<file path="config.mk">
export PLATFORM = sky130hd
export DESIGN_NAME = jtag_axi_dispatch_flat
export DESIGN_NICKNAME = d
export VERILOG_FILES = /design/src/rtl/jtag_axi_dispatch_if.sv /design/src/rtl/jtag_axi_dispatch.sv /design/src/flat_wrapper.sv
export SDC_FILE = /design/constraint.sdc
export NUM_CORES = 1
export LEC_CHECK = 0
export BUFFER_PORTS_ARGS = -buffer_cell sky130_fd_sc_hd__buf_2
export CORE_ASPECT_RATIO = 0.7
export CORE_MARGIN = 2
export CORE_UTILIZATION = 32
export DETAILED_ROUTE_END_ITERATION = 10
export GPL_TIMING_DRIVEN = 1
export PLACE_DENSITY = 0.48
export SYNTH_ARGS = -nofsm -noshare
export SYNTH_HDL_FRONTEND = slang
export SYNTH_SLANG_ARGS = --single-unit
</file>
<file path="constraint.sdc">
create_clock -name tck -period 8.7 [get_ports tck]
set_clock_uncertainty 0.15 [all_clocks]
set_input_delay 0.435 -clock tck [delete_from_list [all_inputs] [get_ports tck]]
set_output_delay 0.435 -clock tck [all_outputs]
set_load 0.005 [all_outputs]
</file>
<file path="src/rtl/jtag_axi_dispatch_if.sv">
// Command/response bus between the JTAG dispatcher and the AXI-side async FIFO.
interface jtag_axi_dispatch_if #(
   parameter int ADDR_W = 32,
   parameter int DATA_W = 32
) ();
   logic              cmd_valid_o;
   logic              cmd_ready_i;
   logic [ADDR_W-1:0] cmd_addr_o;
   logic [DATA_W-1:0] cmd_data_o;
   logic              cmd_wr_o;
   logic [2:0]        cmd_size_o;
   logic              rsp_valid_i;
   logic              rsp_ready_o;
   logic [DATA_W-1:0] rsp_data_i;
   logic [1:0]        rsp_resp_i;

   modport master (
      output cmd_valid_o, cmd_addr_o, cmd_data_o, cmd_wr_o, cmd_size_o, rsp_ready_o,
      input  cmd_ready_i, rsp_valid_i, rsp_data_i, rsp_resp_i
   );

   modport slave (
      input  cmd_valid_o, cmd_addr_o, cmd_data_o, cmd_wr_o, cmd_size_o, rsp_ready_o,
      output cmd_ready_i, rsp_valid_i, rsp_data_i, rsp_resp_i
   );
endinterface

</file>
<file path="src/rtl/jtag_axi_dispatch.sv">
// Queues JTAG DR requests and issues them one at a time as AXI commands, reporting status.
// Define JTAG_AXI_TIMEOUT_EN to add the response timeout and stale-response absorber.
module jtag_axi_dispatch #(
   parameter int ADDR_W      = 32,
   parameter int DATA_W      = 32,
   parameter int QDEPTH      = 4,
   parameter int TIMEOUT_CYC = 4096
) (
   input  logic                    tck,
   input  logic                    trstn,
   input  logic                    req_new_i,
   input  logic [ADDR_W-1:0]       req_addr_i,
   input  logic [DATA_W-1:0]       req_data_i,
   input  logic                    req_wr_i,
   input  logic [2:0]              req_size_i,
   jtag_axi_dispatch_if.master     bus,
   input  logic                    status_rd_i,
   output logic [2:0]              status_code_o,
   output logic [DATA_W-1:0]       status_data_o,
   output logic [$clog2(QDEPTH):0] q_level_o,
   output logic                    busy_o
);
   localparam int AW = $clog2(QDEPTH);
   localparam int LW = AW + 1;
   localparam int PW = ADDR_W + DATA_W + 4;

   typedef enum logic [1:0] {
      ST_IDLE     = 2'd0,
      ST_ISSUE    = 2'd1,
      ST_WAIT_RSP = 2'd2,
      ST_DONE     = 2'd3
   } state_t;

   localparam logic [2:0] CODE_IDLE     = 3'd0;
   localparam logic [2:0] CODE_PENDING  = 3'd1;
   localparam logic [2:0] CODE_OK       = 3'd2;
   localparam logic [2:0] CODE_SLVERR   = 3'd3;
   localparam logic [2:0] CODE_DECERR   = 3'd4;
   localparam logic [2:0] CODE_TIMEOUT  = 3'd5;
   localparam logic [2:0] CODE_OVERFLOW = 3'd6;

   state_t            state_q, state_d;
   logic [PW-1:0]     fifo_q [QDEPTH];
   logic [LW-1:0]     wr_ptr_q, wr_ptr_d, rd_ptr_q, rd_ptr_d, level_q, level_d;
   logic [ADDR_W-1:0] cmd_addr_q, cmd_addr_d;
   logic [DATA_W-1:0] cmd_data_q, cmd_data_d, status_data_q, status_data_d;
   logic              cmd_wr_q, cmd_wr_d;
   logic [2:0]        cmd_size_q, cmd_size_d, status_code_q, status_code_d, fsm_code_s;
   logic              cmd_valid_q, cmd_valid_d, rsp_ready_q, rsp_ready_d, busy_q, busy_d;
   logic              empty_s, full_s, push_s, pop_s, ovf_s, rsp_hs_s, fsm_upd_s;
   logic              stale_hit_s, timeout_s, stale_pend_s;
   logic [PW-1:0]     head_s;

   assign empty_s  = (wr_ptr_q == rd_ptr_q);
   assign full_s   = (wr_ptr_q[AW] != rd_ptr_q[AW]) && (wr_ptr_q[AW-1:0] == rd_ptr_q[AW-1:0]);
   assign pop_s    = (state_q == ST_IDLE) && !empty_s;
   // a pop in the same cycle frees the slot, so a push into a full FIFO is still accepted
   assign push_s   = req_new_i && (!full_s || pop_s);
   assign ovf_s    = req_new_i && full_s && !pop_s;
   assign head_s   = fifo_q[rd_ptr_q[AW-1:0]];
   assign rsp_hs_s = bus.rsp_valid_i && rsp_ready_q;

`ifdef JTAG_AXI_TIMEOUT_EN
   localparam int TW = $clog2(TIMEOUT_CYC) + 1;

   logic [TW-1:0] to_cnt_q, to_cnt_d;
   logic [3:0]    stale_q, stale_d;

   // responses arrive in order, so while stale is non-zero the next one belongs to a timed-out command
   assign stale_hit_s  = (stale_q != 4'd0);
   assign timeout_s    = (state_q == ST_WAIT_RSP) && (to_cnt_q == TW'(TIMEOUT_CYC - 1)) &&
                         !(rsp_hs_s && !stale_hit_s);
   assign stale_pend_s = (stale_d != 4'd0);

   // wait-cycle counter and saturating stale-response count
   always_comb begin
      to_cnt_d = {TW{1'b0}};
      stale_d  = stale_q;
      if ((state_q == ST_WAIT_RSP) && (state_d == ST_WAIT_RSP)) begin
         to_cnt_d = to_cnt_q + TW'(1);
      end else begin
         to_cnt_d = {TW{1'b0}};
      end
      if (timeout_s && !(rsp_hs_s && stale_hit_s)) begin
         stale_d = (stale_q == 4'hF) ? stale_q : stale_q + 4'd1;
      end else if (!timeout_s && rsp_hs_s && stale_hit_s) begin
         stale_d = stale_q - 4'd1;
      end else begin
         stale_d = stale_q;
      end
   end

   // timeout registers
   always_ff @(posedge tck or negedge trstn) begin
      if (!trstn) begin
         to_cnt_q <= {TW{1'b0}};
         stale_q  <= 4'd0;
      end else begin
         to_cnt_q <= to_cnt_d;
         stale_q  <= stale_d;
      end
   end
`else
   assign stale_hit_s  = 1'b0;
   assign timeout_s    = 1'b0;
   assign stale_pend_s = 1'b0;
`endif

   // transaction FSM: next state, command register load and response decode
   always_comb begin
      state_d       = state_q;
      cmd_addr_d    = cmd_addr_q;
      cmd_data_d    = cmd_data_q;
      cmd_wr_d      = cmd_wr_q;
      cmd_size_d    = cmd_size_q;
      status_data_d = status_data_q;
      fsm_upd_s     = 1'b0;
      fsm_code_s    = CODE_IDLE;
      case (state_q)
         ST_IDLE: begin
            if (pop_s) begin
               {cmd_addr_d, cmd_data_d, cmd_wr_d, cmd_size_d} = head_s;
               fsm_upd_s  = 1'b1;
               fsm_code_s = CODE_PENDING;
               state_d    = ST_ISSUE;
            end else begin
               state_d = ST_IDLE;
            end
         end
         ST_ISSUE: begin
            if (bus.cmd_ready_i) begin
               state_d = ST_WAIT_RSP;
            end else begin
               state_d = ST_ISSUE;
            end
         end
         ST_WAIT_RSP: begin
            if (rsp_hs_s && !stale_hit_s) begin
               fsm_upd_s = 1'b1;
               state_d   = ST_DONE;
               case (bus.rsp_resp_i)
                  2'b00, 2'b01: fsm_code_s = CODE_OK;
                  2'b10:        fsm_code_s = CODE_SLVERR;
                  2'b11:        fsm_code_s = CODE_DECERR;
                  default:      fsm_code_s = CODE_DECERR;
               endcase
               if (!cmd_wr_q) begin
                  status_data_d = bus.rsp_data_i;
               end else begin
                  status_data_d = status_data_q;
               end
            end else if (timeout_s) begin
               fsm_upd_s  = 1'b1;
               fsm_code_s = CODE_TIMEOUT;
               state_d    = ST_DONE;
            end else begin
               state_d = ST_WAIT_RSP;
            end
         end
         ST_DONE:  state_d = ST_IDLE;
         default:  state_d = ST_IDLE;
      endcase
   end

   // FIFO pointers, status-code priority and next values of the registered outputs
   always_comb begin
      wr_ptr_d = push_s ? wr_ptr_q + LW'(1) : wr_ptr_q;
      rd_ptr_d = pop_s  ? rd_ptr_q + LW'(1) : rd_ptr_q;
      level_d  = wr_ptr_d - rd_ptr_d;
      if (ovf_s) begin
         status_code_d = CODE_OVERFLOW;
      end else if (fsm_upd_s) begin
         status_code_d = fsm_code_s;
      end else if (status_rd_i) begin
         status_code_d = CODE_IDLE;
      end else begin
         status_code_d = status_code_q;
      end
      cmd_valid_d = (state_d == ST_ISSUE);
      rsp_ready_d = (state_d == ST_WAIT_RSP) || stale_pend_s;
      busy_d      = (state_d != ST_IDLE) || (level_d != {LW{1'b0}});
   end

   // state and output registers
   always_ff @(posedge tck or negedge trstn) begin
      if (!trstn) begin
         state_q       <= ST_IDLE;
         wr_ptr_q      <= {LW{1'b0}};
         rd_ptr_q      <= {LW{1'b0}};
         level_q       <= {LW{1'b0}};
         cmd_addr_q    <= {ADDR_W{1'b0}};
         cmd_data_q    <= {DATA_W{1'b0}};
         cmd_wr_q      <= 1'b0;
         cmd_size_q    <= 3'd0;
         cmd_valid_q   <= 1'b0;
         rsp_ready_q   <= 1'b0;
         busy_q        <= 1'b0;
         status_code_q <= CODE_IDLE;
         status_data_q <= {DATA_W{1'b0}};
      end else begin
         state_q       <= state_d;
         wr_ptr_q      <= wr_ptr_d;
         rd_ptr_q      <= rd_ptr_d;
         level_q       <= level_d;
         cmd_addr_q    <= cmd_addr_d;
         cmd_data_q    <= cmd_data_d;
         cmd_wr_q      <= cmd_wr_d;
         cmd_size_q    <= cmd_size_d;
         cmd_valid_q   <= cmd_valid_d;
         rsp_ready_q   <= rsp_ready_d;
         busy_q        <= busy_d;
         status_code_q <= status_code_d;
         status_data_q <= status_data_d;
      end
   end

   // FIFO storage; occupancy lives in the pointers, so the array itself needs no reset
   always_ff @(posedge tck) begin
      if (push_s) begin
         fifo_q[wr_ptr_q[AW-1:0]] <= {req_addr_i, req_data_i, req_wr_i, req_size_i};
      end
   end

   assign bus.cmd_valid_o = cmd_valid_q;
   assign bus.cmd_addr_o  = cmd_addr_q;
   assign bus.cmd_data_o  = cmd_data_q;
   assign bus.cmd_wr_o    = cmd_wr_q;
   assign bus.cmd_size_o  = cmd_size_q;
   assign bus.rsp_ready_o = rsp_ready_q;
   assign status_code_o   = status_code_q;
   assign status_data_o   = status_data_q;
   assign q_level_o       = level_q;
   assign busy_o          = busy_q;
endmodule

</file>
<file path="src/flat_wrapper.sv">
// flat-port wrapper written by rule: the top's interface ports become plain ports
module jtag_axi_dispatch_flat 
#(
   parameter int ADDR_W      = 32,
   parameter int DATA_W      = 32,
   parameter int QDEPTH      = 4,
   parameter int TIMEOUT_CYC = 4096
)
  (tck, trstn, req_new_i, req_addr_i, req_data_i, req_wr_i, req_size_i, status_rd_i, status_code_o, status_data_o, q_level_o, busy_o, bus_cmd_valid_o, bus_cmd_addr_o, bus_cmd_data_o, bus_cmd_wr_o, bus_cmd_size_o, bus_rsp_ready_o, bus_cmd_ready_i, bus_rsp_valid_i, bus_rsp_data_i, bus_rsp_resp_i);
  jtag_axi_dispatch_if #(.ADDR_W(ADDR_W), .DATA_W(DATA_W)) bus_i ();
  input  logic tck;
  input  logic trstn;
  input  logic req_new_i;
  input  logic [ADDR_W-1:0] req_addr_i;
  input  logic [DATA_W-1:0] req_data_i;
  input  logic req_wr_i;
  input  logic [2:0] req_size_i;
  input  logic status_rd_i;
  output logic [2:0] status_code_o;
  output logic [DATA_W-1:0] status_data_o;
  output logic [$clog2(QDEPTH):0] q_level_o;
  output logic busy_o;
  output wire logic [$bits(bus_i.cmd_valid_o)-1:0] bus_cmd_valid_o;
  output wire logic [$bits(bus_i.cmd_addr_o)-1:0] bus_cmd_addr_o;
  output wire logic [$bits(bus_i.cmd_data_o)-1:0] bus_cmd_data_o;
  output wire logic [$bits(bus_i.cmd_wr_o)-1:0] bus_cmd_wr_o;
  output wire logic [$bits(bus_i.cmd_size_o)-1:0] bus_cmd_size_o;
  output wire logic [$bits(bus_i.rsp_ready_o)-1:0] bus_rsp_ready_o;
  input wire logic [$bits(bus_i.cmd_ready_i)-1:0] bus_cmd_ready_i;
  input wire logic [$bits(bus_i.rsp_valid_i)-1:0] bus_rsp_valid_i;
  input wire logic [$bits(bus_i.rsp_data_i)-1:0] bus_rsp_data_i;
  input wire logic [$bits(bus_i.rsp_resp_i)-1:0] bus_rsp_resp_i;
  assign bus_cmd_valid_o = bus_i.cmd_valid_o;
  assign bus_cmd_addr_o = bus_i.cmd_addr_o;
  assign bus_cmd_data_o = bus_i.cmd_data_o;
  assign bus_cmd_wr_o = bus_i.cmd_wr_o;
  assign bus_cmd_size_o = bus_i.cmd_size_o;
  assign bus_rsp_ready_o = bus_i.rsp_ready_o;
  assign bus_i.cmd_ready_i = bus_cmd_ready_i;
  assign bus_i.rsp_valid_i = bus_rsp_valid_i;
  assign bus_i.rsp_data_i = bus_rsp_data_i;
  assign bus_i.rsp_resp_i = bus_rsp_resp_i;
  jtag_axi_dispatch #(.ADDR_W(ADDR_W), .DATA_W(DATA_W), .QDEPTH(QDEPTH), .TIMEOUT_CYC(TIMEOUT_CYC)) u_core (.tck(tck), .trstn(trstn), .req_new_i(req_new_i), .req_addr_i(req_addr_i), .req_data_i(req_data_i), .req_wr_i(req_wr_i), .req_size_i(req_size_i), .bus(bus_i), .status_rd_i(status_rd_i), .status_code_o(status_code_o), .status_data_o(status_data_o), .q_level_o(q_level_o), .busy_o(busy_o));
endmodule
</file>
==> results.ini <==
[route]
ant_nets=0
wl_per_cell_um=19.9
firstDrtPassIters=4
drtIter0Drc=377
post_drt_via_cell_ratio=4.55
vias=7370
drc=0
routed_wl_um=32200

[logic_synthesis]
synth.distinct_cells=34
synth_area_leaders=edfxtp_1 57%, dfrtp_1 20%, mux4_2 11%
ys_seq_area_frac=0.772
async_reset_ff_frac=0.301
synth_nets=766
yosysMostFrequentCell=edfxtp_1
synth_ff_type=edfxtp_1
yosys.area.top_type=edfxtp_1
synth_top_area_frac=0.568
postSynthCellCount=651
syn_avg_cell_area_sq_um=22.1
synth_common_cells=272 x edfxtp_1, 117 x dfrtp_1, 102 x mux2_2
syn_area_sq_mm=0.0144
synth_edf_count=272
yosysWarnings=0
ys_ff_latch=389

[power_and_ir_drop]
p_sw_frac=0.294
p_leak_nw=6.94
p_int_w=0.00456
combPwrFrac=0.298
power_density_mw_per_mm2=350
power_w=0.00646
p_switching_w=0.00190
p_seq_frac=0.447
vdd_drop_max_mv=0.225
clkPwrFrac=0.254

[clocking]
cts_tree=yes
clk-insertion-delay-late_ns=0.54
ctsRootBufferMaster=clkbuf_16
htreeDepth=2
cts_max_path_buffers=3
post_cts_buffers=0
cts_buffers=40
clkSlewWorstSetupHoldPaths_ns=0.06
clock_sinks=389

[sta]
fmax_mhz=245
period_share=0.469
hold_slack_ns=0.0576
rsz0062_at_grt=no
finalHoldViolCount=0
slew_headroom=0.283
final_max_slew_viol_count=0
tightest_slew_ns=1.08
setup_violations=0
fin_crit_ns=4.08
final.setup.tns_ns=0

[floorplan]
pin_count=217
rows=64
start_util=0.326
die_y_um=181
core_sq_mm=0.0440
die_area_sq_mm=0.0467
fp.dieW_um=257

[placement]
place.gp.congestion=0.718
portBuffers=216
dpl.hpwl_um=18700
dp_cells=1442

[global_route]
grt_antenna_before_repair=2
gr-total-overflow=0
grt_max_degree=63
grt_usage=0.139
grt_pass1_wl_um=49300
grt_pass1_vias=7985

[critical_path]
crit-reg2reg-launch=u_core.rd_ptr_q[0]
cp_top_family=XOR/XNOR gates
cp_max_fo=36
crit_required_ns=8.93
crit_chain=xnor2_1 > and2_1 > a21oi_4 > buf_4 > xor2_1 > ha_1 > inv_1 > fa_1 > xor3_1 > or4b_1
reg2reg_to=u_core.busy_o
reg2reg_slack_ns=4.62
slowest_delay_ns=0.86
arrival_ns=4.32
worst-path-buf-inv=2
critPathLaunchType=flip-flop
worstSetupPathType=flip-flop to flip-flop
crit_path_end_kind=flip-flop
cp.depth=10
r2r_cells=10
cpMaxStageDelayCell=dfrtp_4

[layout]
finalNonFillerCells=1619
seq_area_sq_mm=0.0111
fin_nets=1106
syn2layout_area_growth_pct=28.4
fillerInstances=3958
final_util=0.419
drive_gt1_frac=0.460
multiInputGateArea_sq_mm=0.00314

[min_path]
hold_path.startpoint=bus_cmd_ready_i
hold_end=u_core.bus.cmd_valid_o
hp-class=primary input to flip-flop
hold_depth=4

[status]
status=complete, no violations

[run]
maxCapViolCount=0

## cell usage in the layout, fill, tap and decap left out, types with 2 or more instances in the layout
cell type      count
dfrtp_1          115
mux2_2           102
a311o_1            3
diode_2            2
a21oi_1            2
inv_6              2
and2_1             2
nor2_1             6
nor3b_1            2
and2_4             4
dfrtp_4            2
clkbuf_16         41
clkinv_2          16
mux4_2            68
xnor2_1            5
clkbuf_8           5
dlygate4sd3_1    101
edfxtp_1         272
nand2_1            4
ha_1               6
clkinv_1           2
inv_1              9
buf_4             10
buf_2            215
clkbuf_1           6
## state kept, by name, summed over array words and instances, names as in the netlist
name / count
u_core.status_data_o: 32
u_core.rd_ptr_q: 3
u_core.bus.rsp_ready_o: 1
u_core.busy_o: 1
u_core.bus.cmd_wr_o: 1
u_core.bus.cmd_addr_o: 32
u_core.bus.cmd_valid_o: 1
u_core.bus.cmd_data_o: 32
u_core.state_q: 2
u_core.status_code_o: 3
u_core.bus.cmd_size_o: 3
u_core.q_level_o: 3
u_core.wr_ptr_q: 3
u_core.fifo_q: 272
## per-stage QoR
stage / area (sq um) / setup WS, ns
after floorplan: 14400 / 5.32
after global placement: 16200 / 4.62
after detailed placement: 16200 / 4.53
after CTS: 18500 / 4.50
after global routing: 18500 / 4.31
final: 18500 / 4.62
## worst max path at each step
stage                            start  slack [ns]             endpoint
floorplan           u_core.rd_ptr_q[0]        5.32  u_core.fifo_q[0][0]
global placement    u_core.rd_ptr_q[0]        4.62        u_core.busy_o
detailed placement  u_core.rd_ptr_q[0]        4.53        u_core.busy_o
CTS                 u_core.rd_ptr_q[0]        4.50        u_core.busy_o
global route        u_core.rd_ptr_q[0]        4.31        u_core.busy_o
finish              u_core.rd_ptr_q[0]        4.62        u_core.busy_o
## worst min-delay path: stages
cell and delay, ns:
buf_2 0.08, nand2_1 0.06, nand2b_1 0.08, nor2_1 0.04
## cell type report
cell class / count / share of cell area
Tap cell: 594 / 0.0403
Clock inverter: 22 / 0.00773
Antenna cell: 2 / 0.000271
Inverter: 9 / 0.00183
Multi-Input combinational cell: 224 / 0.170
Sequential cell: 389 / 0.602
Clock buffer: 52 / 0.0605
Timing Repair Buffer: 327 / 0.118
## cell families after synthesis
group                      after synthesis  share of synthesized area
adders and majority gates                7                    0.00661
and+or+nand+nor                         26                     0.0100
AOI/OAI and AO/OA                       12                    0.00653
buffers and inverters                   38                     0.0116
xor gates and xnor gates                 7                    0.00531
DFF                                    389                      0.772
muxes                                  172                      0.188
## power groups by stage
| stage | Combinational [W] | Sequential, W | Clock (W) |
|---|---|---|---|
| floorplan | 0.00128 | 0.00283 | 0 |
| global placement | 0.00192 | 0.00293 | 0 |
| detailed placement | 0.00194 | 0.00293 | 0 |
| CTS | 0.00199 | 0.00290 | 0.00170 |
| global route | 0.00210 | 0.00296 | 0.00178 |
| finish | 0.00193 | 0.00289 | 0.00164 |
## what timing repair did
action / in CTS / in global routing
hold buffers: 101 / 0
gates resized for setup: 0 / 0
endpoints found under the hold margin: 358 / 0
## per-layer routing
metal / GRT usage / up-vias / routed length [um]
li1: - / 3294 / -
met1: 0.191 / 3888 / 14500
met2: 0.224 / 141 / 15600
met3: 0.0321 / 47 / 1350
met4: 0.0370 / 0 / 675
met5: 0 / - / 0
Power figures use the tool's default switching activity.
